--- config.mk ---
export PLATFORM = sky130hd
export DESIGN_NAME = note_sequencer
export DESIGN_NICKNAME = d
export VERILOG_FILES = /design/src/rtl/note_sequencer.sv
export SDC_FILE = /design/constraint.sdc
export NUM_CORES = 1
export LEC_CHECK = 0
export BUFFER_PORTS_ARGS = -buffer_cell sky130_fd_sc_hd__buf_2
export CELL_PAD_IN_SITES_DETAIL_PLACEMENT = 1
export CELL_PAD_IN_SITES_GLOBAL_PLACEMENT = 1
export CORE_MARGIN = 2
export CORE_UTILIZATION = 49
export DETAILED_ROUTE_END_ITERATION = 8
export PLACE_DENSITY = 0.84
export SETUP_SLACK_MARGIN = 0.2
export SYNTH_ARGS = -nofsm -noshare
export SYNTH_HDL_FRONTEND = slang
export SYNTH_SLANG_ARGS = --single-unit
--- constraint.sdc ---
create_clock -name clock -period 2.8 [get_ports clock]
set_clock_uncertainty 0.05 [all_clocks]
set_input_delay 0.14 -clock clock [delete_from_list [all_inputs] [get_ports clock]]
set_output_delay 0.14 -clock clock [all_outputs]
set_load 0.01 [all_outputs]
--- src/rtl/note_sequencer.sv ---
// Melody sequencer feeding the square-wave tone generator: walks a host-written note
// table and presents one half-period per note for its duration. Optional SEQ_LOOP_EN loops the song.
module note_sequencer #(
  parameter int CLOCK_FREQUENCY = 12000000,
  parameter int TICK_HZ         = 100,
  parameter int SONG_LEN        = 16,
  parameter int GAP_TICKS       = 1
) (
  input  logic                        clock,
  input  logic                        reset,
  input  logic                        start,
  input  logic                        stop,
  input  logic                        wr_en,
  input  logic [$clog2(SONG_LEN)-1:0] wr_addr,
  input  logic [23:0]                 wr_data,
  output logic [15:0]                 half_period,
  output logic                        gate,
  output logic                        note_strobe,
  output logic                        busy,
  output logic                        done
);

  localparam int DIV   = CLOCK_FREQUENCY / TICK_HZ;
  localparam int DIV_W = (DIV > 1) ? $clog2(DIV) : 1;
  localparam int AW    = $clog2(SONG_LEN);
  localparam int GAP_W = (GAP_TICKS > 1) ? $clog2(GAP_TICKS) : 1;
  localparam logic [DIV_W-1:0] DIV_LAST  = DIV_W'(DIV - 1);
  localparam logic [GAP_W-1:0] GAP_LAST  = GAP_W'((GAP_TICKS > 0) ? GAP_TICKS - 1 : 0);
  localparam logic [AW-1:0]    ADDR_LAST = AW'(SONG_LEN - 1);

  typedef enum logic [2:0] {IDLE, FETCH, DECODE, PLAY, GAP} state_t;

  state_t             state, state_nxt;
  logic [23:0]        mem [SONG_LEN];
  logic [23:0]        rd_data;
  logic [AW-1:0]      addr;
  logic [DIV_W-1:0]   div;
  logic [GAP_W-1:0]   gap_cnt;
  logic [7:0]         rem;
  logic [15:0]        hp_q;
  logic               gate_q;
  logic               tick, dec_note, mark;
  logic               load, to_idle, to_gap, addr_inc, addr_zero, done_c, div_clr, adv;
  logic [15:0]        rd_hp;
  logic [7:0]         rd_dur;

  assign rd_hp    = rd_data[23:8];
  assign rd_dur   = rd_data[7:0];
  assign tick     = (div == DIV_LAST);
  assign dec_note = (state == DECODE) && (rd_dur != 8'd0);
  assign mark     = (state == DECODE) && (rd_dur == 8'd0);

  // New note is shown straight from the read register so it appears two cycles after start.
  assign half_period = dec_note ? rd_hp : hp_q;
  assign gate        = (state == DECODE) ? (dec_note && (rd_hp != 16'd0)) : gate_q;
  assign note_strobe = dec_note;
  assign done        = done_c;
  assign busy        = (state != IDLE);

  // Table RAM: no reset, read-before-write on a same-cycle collision.
  always_ff @(posedge clock) begin
    if (wr_en) mem[wr_addr] <= wr_data;
  end

  always_ff @(posedge clock) begin
    if (state == FETCH) rd_data <= mem[addr];
  end

  always_comb begin
    state_nxt = state;
    load      = 1'b0;
    to_idle   = 1'b0;
    to_gap    = 1'b0;
    addr_inc  = 1'b0;
    addr_zero = 1'b0;
    done_c    = 1'b0;
    div_clr   = 1'b0;
    adv       = 1'b0;
    case (state)
      IDLE: if (start) begin
        state_nxt = FETCH;
        addr_zero = 1'b1;
        div_clr   = 1'b1;
      end
      FETCH: state_nxt = DECODE;
      DECODE: if (rd_dur == 8'd0) begin
`ifdef SEQ_LOOP_EN
        // An end marker at entry 0 would loop silently forever, so it still ends playback.
        if (addr != '0) begin
          addr_zero = 1'b1;
          state_nxt = FETCH;
        end else begin
          done_c  = 1'b1;
          to_idle = 1'b1;
        end
`else
        done_c  = 1'b1;
        to_idle = 1'b1;
`endif
      end else begin
        load      = 1'b1;
        div_clr   = 1'b1;
        state_nxt = PLAY;
      end
      PLAY: if (tick && rem == 8'd1) begin
        if (GAP_TICKS > 0) begin
          to_gap    = 1'b1;
          state_nxt = GAP;
        end else begin
          adv = 1'b1;
        end
      end
      GAP: if (tick && gap_cnt == GAP_LAST) adv = 1'b1;
      default: state_nxt = IDLE;
    endcase
    if (adv) begin
      if (addr == ADDR_LAST) begin
`ifdef SEQ_LOOP_EN
        addr_zero = 1'b1;
        state_nxt = FETCH;
`else
        done_c  = 1'b1;
        to_idle = 1'b1;
`endif
      end else begin
        addr_inc  = 1'b1;
        state_nxt = FETCH;
      end
    end
    if (to_idle) state_nxt = IDLE;
    if (stop) begin
      state_nxt = IDLE;
      to_idle   = 1'b1;
      done_c    = 1'b0;
    end
  end

  always_ff @(posedge clock or posedge reset) begin
    if (reset) begin
      state   <= IDLE;
      div     <= '0;
      addr    <= '0;
      gap_cnt <= '0;
      rem     <= '0;
      hp_q    <= '0;
      gate_q  <= 1'b0;
    end else begin
      state <= state_nxt;
      if (div_clr || tick) div <= '0;
      else                 div <= div + 1'b1;
      if (addr_zero)     addr <= '0;
      else if (addr_inc) addr <= addr + 1'b1;
      if (load) begin
        hp_q   <= rd_hp;
        gate_q <= (rd_hp != 16'd0);
        rem    <= rd_dur;
      end else if (state == PLAY && tick) begin
        rem <= rem - 8'd1;
      end
      if (to_gap) begin
        gate_q  <= 1'b0;
        gap_cnt <= '0;
      end else if (state == GAP && tick) begin
        gap_cnt <= gap_cnt + 1'b1;
      end
      if (mark) gate_q <= 1'b0;
      if (to_idle) begin
        hp_q   <= '0;
        gate_q <= 1'b0;
      end
    end
  end

endmodule

==> flow_summary.json <==
{
  "fin_crit_ns": 2.66,
  "worst_r2r_endpoint": "rem[7]",
  "cp_max_fo": 5,
  "antenna_found_initial": 3,
  "die_h_um": 195,
  "row_count": 69,
  "nNetsFinal": 1068,
  "synth_seq_cells": 458,
  "cts.sinks": 458,
  "ios": 53,
  "end_kind": "output pin",
  "die_w_um": 195,
  "power_w": 0.0147,
  "grt_pass1_vias": 10200,
  "crit_path_start_kind": "register",
  "drive_gt1_share_pct": 34.1,
  "detail-route-antenna-nets": 0,
  "fp.coreArea_um2": 35700,
  "cts_buffer_depth": 3,
  "leakage_nw": 7.01,
  "net-switching-power_w": 0.00324,
  "tightest_slew_ns": 0.653,
  "grt_pass1_wl_um": 66500,
  "combPwrFrac_pct": 5.5,
  "power_frac_seq_pct": 53.5,
  "synth_edf_count": 408,
  "drt-vias-per-instance": 6.11,
  "vias": 9341,
  "required_ns": 2.61,
  "timing.rr.start": "div[0]",
  "die_area_um2": 38000,
  "place.detailed.hpwl_um": 22900,
  "cts_buffers": 46,
  "drt_first_pass_iters": 5,
  "clkTransAtPathRegs_ns": 0.07,
  "synth_cells": 877,
  "synth_fp_nets": 914,
  "hold_viol_final": 0,
  "hold_path.class": "in2async",
  "ys.flop_type": "edfxtp_1",
  "ff2ff_setup_slack_ns": 0.24,
  "crit_end": "done",
  "async_reset_ff_share_pct": 10.9,
  "power_density_nw_per_um2": 692,
  "rr_worst_depth": 9,
  "seq_area_frac_synth_pct": 75.7,
  "crit_path_start": "div[0]",
  "cts_tree": "yes",
  "slew_viol_final": 0,
  "peakVddDrop_mv": 0.475,
  "setup_tns_ns": 0,
  "finalSetupViolCount": 0,
  "gr-total-overflow": 0,
  "max_slew_margin_pct": 56.4,
  "insertion_delay_ns": 0.57,
  "root_buffer": "clkbuf_16",
  "outcome": "complete, no violations",
  "ys_types": 56,
  "path_class": "reg2out",
  "fin_crit_sh_pct": 94.9,
  "clock_power_share_pct": 41.0,
  "rsz0062_at_grt": "true",
  "grt_usage_pct": 24.2,
  "drv_cap": 0,
  "grt_max_degree": 34,
  "arrival_ns": 2.47,
  "swShare_pct": 22.1,
  "port_buffers": 52,
  "drc": 0,
  "start_util_pct": 49.9,
  "internal_power_w": 0.0114,
  "fmax_ghz": 0.376,
  "syn_area_um2": 17800,
  "place_congestion": 0.767,
  "wirelength_um": 45600,
  "drt_iter0_drc": 851,
  "htree_levels": 2,
  "syn_to_final_growth_pct": 18.8,
  "wl_per_cell_um": 29.8,
  "avgSynthCellArea_um2": 20.3,
  "yosysWarnings": 0
}
## critical path: stages (launching register included)
cell and delay [ns]:
dfrtp_1 0.45, ha_4 0.19, and4_4 0.25, nand4_1 0.15
buf_6 0.18, nor3_1 0.13, buf_4 0.16, nand2b_1 0.07
a21oi_2 0.15, buf_2 0.15
## worst min-delay path by stage
stage	start	end	slack (ns)	cells after the start
5_1_grt	reset	div[0]	0.24	3
2_1_floorplan	wr_data[0]	mem[0][0]	0.19	0
6_report	reset	gap_cnt	0.17	3
4_1_cts	reset	div[3]	0.19	3
3_5_place_dp	reset	div[11]	0.21	2
3_3_place_gp	reset	div[10]	0.21	2
## logic make-up after synthesis
logic type      synth area share (%)
xor+xnor                       0.834
simple gates                    5.40
mux                             15.3
fa+ha+maj                      0.280
compound gates                  1.18
buf+inv                         1.32
flops                           75.7
## stage by stage
stage	cells	setup WS [ns]	utilization (%)	area [µm²]	hold slack, ns
2_1_floorplan	877	0.293	-	17900	0.189
3_3_place_gp	1392	0.486	53.2	19000	0.214
3_5_place_dp	1392	0.412	53.2	19000	0.214
4_1_cts	1511	0.200	58.2	20800	0.190
5_1_grt	1528	0.0347	59.3	21200	0.237
6_report	1529	0.141	59.3	21200	0.166
## metal layers
layer	vias to the layer above	wire length, µm	global-route usage (%)	share of wire (%)
met3	117	3470	6.25	7.6
met2	434	23200	40.2	51
met4	2	1550	9.16	3.4
met5	-	5	0	0.011
li1	3861	-	-	-
met1	4927	17300	30.9	38
## cell usage in the layout, fill, tap and decap left out, drive strengths merged, types with 8 or more instances in the layout
master       Yosys  layout
buf             25     115
clkbuf          13      64
clkinv           0      15
dfrtp           50      50
dlygate4sd3      0      27
edfxtp         408     408
inv             13      16
mux4           120     120
nand2           67      67
nand3           10      10
nor2            45      45
nor2b           17      17
nor3            11      11
xnor2            8       8
xor2             9       9
## repair_timing
action / CTS / global route
gates cloned: 0 / 2
hold endpoints to repair: 417 / 0
endpoints found under the setup margin: 18 / 37
buffers inserted: 8 / 15
hold buffers: 27 / 0
gates resized for setup: 9 / 66
pin swaps: 2 / 23
## sequential cells by signal, indices dropped and copies added (netlist names)
register,cells
div,17
gap_cnt,1
state,3
hp_q,16
rem,8
gate_q,1
addr,4
mem,384
rd_data,24
## power groups by stage
stage	logic [W]	registers (W)	clock network, W
after floorplan	0.000349	0.00790	0
after global placement	0.000579	0.00794	0
after detailed placement	0.000618	0.00796	0
after CTS	0.000678	0.00783	0.00605
after global routing	0.000874	0.00786	0.00630
final	0.000809	0.00785	0.00601
## final cells by class
class / count / area [µm²]
flip-flops and latches: 458 / 13500
clock buffers: 63 / 1210
diodes: 1 / 2.50
fillers: 3072 / 14500
repair buffers: 143 / 1220
well taps: 461 / 577
clock inverters: 21 / 214
repair inverters: 1 / 6.26
inverters: 13 / 56.3
multi-input cells: 368 / 4400
## synth_stat cells (7+ instances only)
| library cell | number | share of area, % |
|---|---|---|
| a21oi_1 | 7 | 0.20 |
| buf_2 | 17 | 0.48 |
| clkbuf_1 | 12 | 0.25 |
| dfrtp_1 | 50 | 7.0 |
| edfxtp_1 | 408 | 69 |
| inv_1 | 12 | 0.25 |
| mux4_2 | 120 | 15 |
| nand2_1 | 66 | 1.4 |
| nand3_1 | 10 | 0.28 |
| nor2_1 | 44 | 0.93 |
| nor2b_1 | 17 | 0.60 |
| nor3_1 | 11 | 0.31 |
| nor4_1 | 7 | 0.25 |
| xnor2_1 | 8 | 0.39 |
| xor2_1 | 9 | 0.44 |
Note: power is estimated with default switching activity, not from simulation.
